**src/rtl/arb_pkg.sv**
```systemverilog
// Shared types and constants for the 8-way request arbiter.
// Imported by the priority picker and the arbiter top.
package arb_pkg;

  localparam int NUM_REQ = 8;
  localparam int ID_W    = 3;

  typedef enum logic {
    IDLE,
    GRANT
  } state_e;

  localparam logic [ID_W-1:0] RR_PTR_INIT = 3'd7;

endpackage

```
**src/rtl/rr_prio_pick.sv**
```systemverilog
// Combinational 8-way pick: scans downward from start_id-1 with wrap.
// A start of 0 makes the scan 7..0, i.e. plain highest-index-first.
module rr_prio_pick
  import arb_pkg::*;
(
  input  logic [NUM_REQ-1:0] req,
  input  logic [ID_W-1:0]    start_id,
  input  logic               rr_en,
  output logic [ID_W-1:0]    win_id,
  output logic               any
);

  logic [ID_W-1:0] base;
  logic [ID_W-1:0] idx;

  always_comb begin
    base   = rr_en ? start_id : '0;
    idx    = '0;
    win_id = '0;
    any    = 1'b0;
    for (int k = 1; k <= NUM_REQ; k++) begin
      idx = base - ID_W'(k);
      if (!any && req[idx]) begin
        win_id = idx;
        any    = 1'b1;
      end
    end
  end

endmodule

```
**src/rtl/req_arbiter_8.sv**
```systemverilog
// Grant-holding arbiter for 8 requesters with fixed or rotating priority.
// A grant lasts until release, request drop, or the hold-time limit.
module req_arbiter_8
  import arb_pkg::*;
#(
  parameter int ROUND_ROBIN = 0,
  parameter int MAX_HOLD    = 16,
  parameter int HOLD_W      = 8
) (
  input  logic               clk,
  input  logic               rst_n,
  input  logic [NUM_REQ-1:0] req,
  input  logic               done,
  output logic [NUM_REQ-1:0] gnt,
  output logic [ID_W-1:0]    gnt_id,
  output logic               gnt_valid,
  output logic               timeout
);

  localparam logic RR_EN = (ROUND_ROBIN != 0);
  localparam logic HOLD_ON = (MAX_HOLD != 0);
  localparam logic [HOLD_W-1:0] HOLD_LIM =
    HOLD_W'(MAX_HOLD == 0 ? 0 : MAX_HOLD - 1);

  state_e             state_q, state_d;
  logic [NUM_REQ-1:0] gnt_q, gnt_d;
  logic [ID_W-1:0]    id_q, id_d;
  logic               valid_q, valid_d;
  logic               to_q, to_d;
  logic [HOLD_W-1:0]  hold_q, hold_d;
  logic [ID_W-1:0]    last_q, last_d;

  logic [ID_W-1:0]    pick_id;
  logic               pick_any;
  logic               hold_hit;

  rr_prio_pick u_pick (
    .req      (req),
    .start_id (last_q),
    .rr_en    (RR_EN),
    .win_id   (pick_id),
    .any      (pick_any)
  );

  assign hold_hit = HOLD_ON && (hold_q == HOLD_LIM);

  always_comb begin
    state_d = state_q;
    gnt_d   = gnt_q;
    id_d    = id_q;
    valid_d = valid_q;
    to_d    = 1'b0;
    hold_d  = hold_q;
    last_d  = last_q;
    unique case (state_q)
      IDLE: begin
        if (pick_any) begin
          state_d = GRANT;
          gnt_d   = NUM_REQ'(1) << pick_id;
          id_d    = pick_id;
          valid_d = 1'b1;
          hold_d  = '0;
          last_d  = pick_id;
        end
      end
      GRANT: begin
        // request drop and done outrank the hold limit
        if (!req[id_q] || done || hold_hit) begin
          state_d = IDLE;
          gnt_d   = '0;
          id_d    = '0;
          valid_d = 1'b0;
          to_d    = req[id_q] && !done;
        end else if (HOLD_ON) begin
          hold_d = hold_q + 1'b1;
        end
      end
    endcase
  end

  always_ff @(posedge clk or negedge rst_n) begin
    if (!rst_n) begin
      state_q <= IDLE;
      gnt_q   <= '0;
      id_q    <= '0;
      valid_q <= 1'b0;
      to_q    <= 1'b0;
      hold_q  <= '0;
      last_q  <= RR_PTR_INIT;
    end else begin
      state_q <= state_d;
      gnt_q   <= gnt_d;
      id_q    <= id_d;
      valid_q <= valid_d;
      to_q    <= to_d;
      hold_q  <= hold_d;
      last_q  <= last_d;
    end
  end

  assign gnt       = gnt_q;
  assign gnt_id    = id_q;
  assign gnt_valid = valid_q;
  assign timeout   = to_q;

endmodule
```
**config.mk**
```make
export PLATFORM = sky130hd
export DESIGN_NAME = req_arbiter_8
export DESIGN_NICKNAME = d
export VERILOG_FILES = /design/src/rtl/arb_pkg.sv /design/src/rtl/rr_prio_pick.sv /design/src/rtl/req_arbiter_8.sv
export SDC_FILE = /design/constraint.sdc
export NUM_CORES = 1
export LEC_CHECK = 0
export ABC_AREA = 1
export CAP_MARGIN = 15
export CELL_PAD_IN_SITES_DETAIL_PLACEMENT = 2
export CELL_PAD_IN_SITES_GLOBAL_PLACEMENT = 2
export CORE_UTILIZATION = 31
export DETAILED_ROUTE_END_ITERATION = 8
export PLACE_DENSITY_LB_ADDON = 0.1
export SYNTH_ARGS = -nofsm -noshare
export SYNTH_HDL_FRONTEND = slang
export SYNTH_HIERARCHICAL = 1
export SYNTH_SLANG_ARGS = --single-unit
```
**constraint.sdc**
```tcl
create_clock -name clk -period 1.8 [get_ports clk]
set_input_delay 0.36 -clock clk [delete_from_list [all_inputs] [get_ports clk]]
set_output_delay 0.36 -clock clk [all_outputs]
set_load 0.02 [all_outputs]
```
* After elaboration in Yosys (flattened, before gate mapping)
Index checks and enable logic that the tools add are counted.
** Storage, ports and cells
- Logic and storage cells :: 70
- Input bits :: 11
- Register bits :: 22
** Operators by class
- Bitwise operators :: 1
- Shift operators :: 1
- Multiplexer cells :: 35
- Equality and inequality tests :: 4
- $add $sub $neg :: 1
- Reductions and logical operators :: 21
- Order comparisons :: 1
** Operator list (count)
- $mux 8 :: 4
- $pmux 8 s2 :: 2
- $mux 3 :: 10
- $mux 1 :: 15
- $logic_not 1->1 :: 9
- $add 8x1->8 const B :: 1
- $eq 8x4->1 const B :: 1
- $logic_and 1x1->1 :: 8
- $shl 1x3->8 const A :: 1
- $pmux 3 s2 :: 1
- $lt 3x4->1 const B :: 1
- $ne 2x2->1 const B :: 2
- $pmux 1 s2 :: 2
- $reduce_and 2->1 :: 2
- $bmux 1 s3 :: 1
- $logic_or 1x1->1 :: 2
- $ne 2x1->1 const B :: 1
- $not 1->1 :: 1

* Logic depth before layout (Yosys ltp)
- Depth after elaboration :: 25
- Gate-level depth with buffers :: 20

* Modules after synthesis
Netlist, hierarchy kept.
** By module, submodules not included
- req_arbiter_8 :: cells each 185, area each 1367.6 µm², instances 1
- rr_prio_pick :: cells each 186, area each 945.9 µm², instances 1

* Worst setup path before layout
No wires, ideal clock.
- Path type :: input port to flip-flop
- Start :: input port req[4]
- End :: register gnt_q[0], in the netlist gnt[0]
- Setup time :: 0.066 ns
- Buffers on the path :: 1
- Path slack :: -0.109 ns
- Cell stages on the path :: 16
- Data arrival time :: 1.844 ns
- Required time :: 1.734 ns
- Cells stage by stage :: inv_1 > nand2_1 > nand2_1 > nand2_1 > nand3_1 > nand2_2 > inv_2 > nand4_2 > nor2_4 > nand4_1 > inv_1 > nor2_2 > inv_2 > buf_1 > nand3_1 > nand2_1
** RTL lines
- start: declaration :: line req_arbiter_8.sv:12 : input logic [NUM_REQ-1:0] req,
- $logic_and 1x1->1 (*) :: line rr_prio_pick.sv:23 : if (!any && req[idx]) begin
- $mux 1 (*) :: line rr_prio_pick.sv:23
- $logic_not 1->1 :: line rr_prio_pick.sv:23
- $logic_and 1x1->1 :: line rr_prio_pick.sv:23
- $mux 1 (*) :: line rr_prio_pick.sv:23
- $logic_not 1->1 :: line rr_prio_pick.sv:23
- $logic_and 1x1->1 :: line rr_prio_pick.sv:23
- $mux 1 (*) :: line rr_prio_pick.sv:23
- $logic_not 1->1 :: line rr_prio_pick.sv:23
- $logic_and 1x1->1 :: line rr_prio_pick.sv:23
- $mux 1 (*) :: line rr_prio_pick.sv:23
- $logic_not 1->1 :: line rr_prio_pick.sv:23
- $logic_and 1x1->1 :: line rr_prio_pick.sv:23
- $mux 1 (*) :: line rr_prio_pick.sv:23
- via pick_any :: line req_arbiter_8.sv:34 : logic pick_any;
- $ne 2x2->1 (no line) (*)
- $reduce_and 2->1 (no line) (*)
- end signal: assignment :: line req_arbiter_8.sv:92 : gnt_q <= gnt_d;
- end: declaration :: line req_arbiter_8.sv:26 : logic [NUM_REQ-1:0] gnt_q, gnt_d;
The timed path passes the listed nets; every way through them passes the cells marked *. The select of a mux whose other input is x is not followed.
A chain may end at the register's enable or synchronous reset.

* Worst setup path after layout
- Start :: input port req[3]
- End :: register gnt_q[0], in the netlist gnt[0]
** On the way
- Longest elaborated chain between the ends :: 14
** Ends and longest elaborated chain
- $logic_and 1x1->1 (*) :: line rr_prio_pick.sv:23
- $mux 1 :: line rr_prio_pick.sv:23
- $logic_not 1->1 :: line rr_prio_pick.sv:23
- $logic_and 1x1->1 :: line rr_prio_pick.sv:23
- $mux 1 :: line rr_prio_pick.sv:23
- $logic_not 1->1 :: line rr_prio_pick.sv:23
- $logic_and 1x1->1 :: line rr_prio_pick.sv:23
- $mux 1 :: line rr_prio_pick.sv:23
- $logic_not 1->1 :: line rr_prio_pick.sv:23
- $logic_and 1x1->1 :: line rr_prio_pick.sv:23
- $mux 3 (*) :: line rr_prio_pick.sv:23
- via pick_id[0] :: line req_arbiter_8.sv:33 : logic [ID_W-1:0] pick_id;
- $shl 1x3->8 (*) :: line req_arbiter_8.sv:59 : gnt_d = NUM_REQ'(1) << pick_id;
- $mux 8 (*) :: line req_arbiter_8.sv:57 : if (pick_any) begin
- $pmux 8 s2 (*) :: line req_arbiter_8.sv:55 : unique case (state_q)
Marked as above.

==> flow_summary.json <==
{
  "outcome": "finished with violations",
  "violations": "setup timing",
  "first_iter_violations": 91,
  "total_power_mw": 7.550,
  "worst_slack_ps": -129.4,
  "initial_utilization_pct": 32.07,
  "totalWireLength_mm": 13.38,
  "ant_nets": 0,
  "port_buffers": 23,
  "syn_area_per_cell_sq_um": 6.236,
  "dp_hpwl_mm": 6.329,
  "cp-startpoint": "req[3]",
  "netlist.area_leader.share_pct": 23.80,
  "regArea_sq_um": 629.4,
  "via_count": 3032,
  "yosys.area.top_type": "dfrtp_1",
  "ys_seq_area_share_pct": 27.20,
  "routed_via_density": 5.493,
  "drc": 0,
  "grt_pass1_vias": 3088,
  "clock.fmax_mhz": 518.3,
  "die_h_um": 88.39,
  "worstPathArrival_ps": 2150,
  "layout-drive-gt1-share_pct": 43.93,
  "synth-edff-count": 0,
  "clk_latency_ps": 290,
  "worst-setup-path-type": "primary input to flop",
  "synth_nets": 384,
  "rows": 31,
  "die_x_um": 88.39,
  "postLayoutCoreUtil_pct": 49.71,
  "slew_headroom_pct": 44.72,
  "instances_no_fill": 552,
  "tightestPinTransition_ps": 823.6,
  "async_flop_share_pct": 100.0,
  "syn_area_sq_um": 2313,
  "yosysMostFrequentCell": "nand2_1",
  "cts_buffer_depth": 2,
  "cts.sinks": 25,
  "reg2reg_from": "hold_q[1]$_DFFE_PN0P_",
  "hold_ws_ps": 438.0,
  "wire_per_inst_um": 24.24,
  "critPathLaunchType": "primary input",
  "worst_setup_path_end_kind": "flop",
  "finalClockSkew_ps": 14.94,
  "ctsRootBufferMaster": "clkbuf_8",
  "grt_max_degree": 26,
  "min_period_ps": 1929,
  "hold_path.class": "primary input to async pin",
  "ys_ff_latch": 25,
  "cts_tree": "built",
  "report.final.slew_viol_count": 0,
  "gp_congestion": 0.8225,
  "synthFlopType": "dfrtp_1",
  "antennaDiodeCount": 0,
  "fin_nets": 467,
  "maxCapViolCount": 0,
  "finalCritPeriodShare_pct": 107.2,
  "postPlaceCellArea_sq_um": 2841,
  "yosysUniqueCellTypes": 32,
  "stdcell_area_sq_um": 3586,
  "multiInputGateArea_sq_um": 1861,
  "antenna_found_initial": 0,
  "dieArea_sq_um": 7812,
  "vdd_drop_max_mv": 0.8365,
  "fillers": 828,
  "area_delta_synth_final_pct": 55.00,
  "power.leakage_nw": 1.824,
  "grt_setup_unrepaired": "true",
  "setup_viol": 18,
  "required_ps": 2020,
  "htreeDepth": 1,
  "synthTopCellsByArea": "dfrtp_1 24%, nand2_1 22%, nand3_1 18%",
  "numCtsBuffers": 3,
  "hold_buffers": 0,
  "grt_pass1_wl_mm": 15.57,
  "power_density_nw_per_um2": 2105,
  "hold_viol_final": 0,
  "yosys_warnings": 6,
  "drtPass1Iterations": 4,
  "synthTopCellsByCount": "134 x nand2_1, 81 x nand3_1, 33 x inv_1",
  "cp_max_fo": 4,
  "placedCellCount": 516,
  "pin_count": 24,
  "core_area_sq_um": 7214,
  "grt_usage_pct": 26.34,
  "grt_overflow": 0,
  "path_clk_slew_ps": 100,
  "netlist_instances": 371
}
-- logic make-up (layout without fill, tap and decap cells) --
| family | Yosys count | in the layout | share of synthesized area [%] |
|---|---|---|---|
| flip-flops | 25 | 25 | 27.20 |
| AND/OR/NAND/NOR | 278 | 278 | 57.22 |
| adder cells (fa/ha/maj) | 2 | 2 | 1.081 |
| AO/OA/AOI/OAI | 10 | 10 | 2.380 |
| XOR/XNOR | 3 | 3 | 1.461 |
| buffers and inverters | 52 | 134 | 10.49 |
| other | 1 | 1 | 0.1621 |
-- final timing paths --
path,slack [ps],endpoint,cells after the start
worst max-delay path,-130,gnt[0]$_DFFE_PN0P_,17
worst max register to register,-70,gnt[4]$_DFFE_PN0P_,9
min in group clk,500,gnt_valid$_DFFE_PN0P_,2
worst min-delay path,440,hold_q[0]$_DFFE_PN0P_,2
worst min register to register,500,gnt_valid$_DFFE_PN0P_,2
max in group asynchronous,1060,last_q[0]$_DFFE_PN1P_,2
-- through the flow --
| step | setup TNS [ps] | setup WS [ps] |
|---|---|---|
| after floorplan | 0 | 0.04485 |
| after global placement | -14290 | -638.8 |
| after detailed placement | -16260 | -722.9 |
| after CTS | -447.2 | -67.70 |
| after global routing | -2533 | -196.5 |
| final | -817.2 | -129.4 |
-- cell usage in the layout (no fill, tap or decap), types with 2 or more instances in the layout --
cell type        instances
nand3_4                  5
nor2_4                   8
dfstp_2                  3
buf_4                   56
xor2_1                   2
nand2_4                 24
o21ai_0                  2
inv_2                   16
clkdlybuf4s50_1         14
ha_1                     2
clkbuf_2                 3
inv_4                    4
nand2_1                 95
buf_6                    9
nor3_1                   2
clkbuf_8                 3
dfrtp_1                 22
nand2_2                 30
nand3_2                 15
buf_12                   2
nor2_2                   9
nor2_1                  16
a21oi_1                  3
nand4_4                  3
dlygate4sd2_1            2
nand4_1                  5
inv_1                   22
nand3_1                 63
-- registers in the layout (all words and copies together), names as in the netlist --
| signal | count |
|---|---|
| gnt_valid | 1 |
| hold_q | 8 |
| last_q | 3 |
| state_q | 1 |
| gnt | 8 |
| gnt_id | 3 |
| timeout | 1 |
-- critical path, cell delays in order --
cell     delay [ps]
buf_6           100
nand2_2          50
nand2_2          90
nand2_2         100
nand3_2         110
o21ai_4         130
buf_6           160
inv_4            30
nand3_2          70
nand3_2          90
nor2_2          140
nand3_2         170
inv_2           120
nand2_2          70
nor2_1          170
nand2_1         100
nand2_1          70
-- cell type report --
cell class | instances | area share (%)
sequential | 25 | 17.55
timing repair buffer | 87 | 20.83
clock buffer | 3 | 1.151
clock inverter | 1 | 0.2094
tap | 99 | 3.454
inverter | 43 | 4.920
multi-input combinational | 294 | 51.88
-- layer usage --
| metal | track usage [%] | vias to the layer above | wire length (um) | share of wire (%) |
|---|---|---|---|---|
| li1 | - | 1349 | - | - |
| met1 | 29.32 | 1525 | 5086 | 38 |
| met2 | 50.84 | 95 | 7065 | 53 |
| met3 | 1.679 | 63 | 457 | 3.4 |
| met4 | 12.02 | 0 | 772 | 5.8 |
| met5 | 0 | - | 0 | 0 |
-- where the power goes --
part           switching [mW]  internal, mW
Clock                   0.202         0.158
Sequential              0.309         0.764
Combinational            3.74          2.37
Total                    4.25          3.29
-- what timing repair did --
item | CTS | global route
endpoints found under the hold margin | 0 | 0
gates cloned | 0 | 0
setup endpoints to repair | 25 | 24
buffers inserted | 16 | 16
pin swaps | 19 | 49
resized for setup | 57 | 99
(Power assumes the default switching activity.)
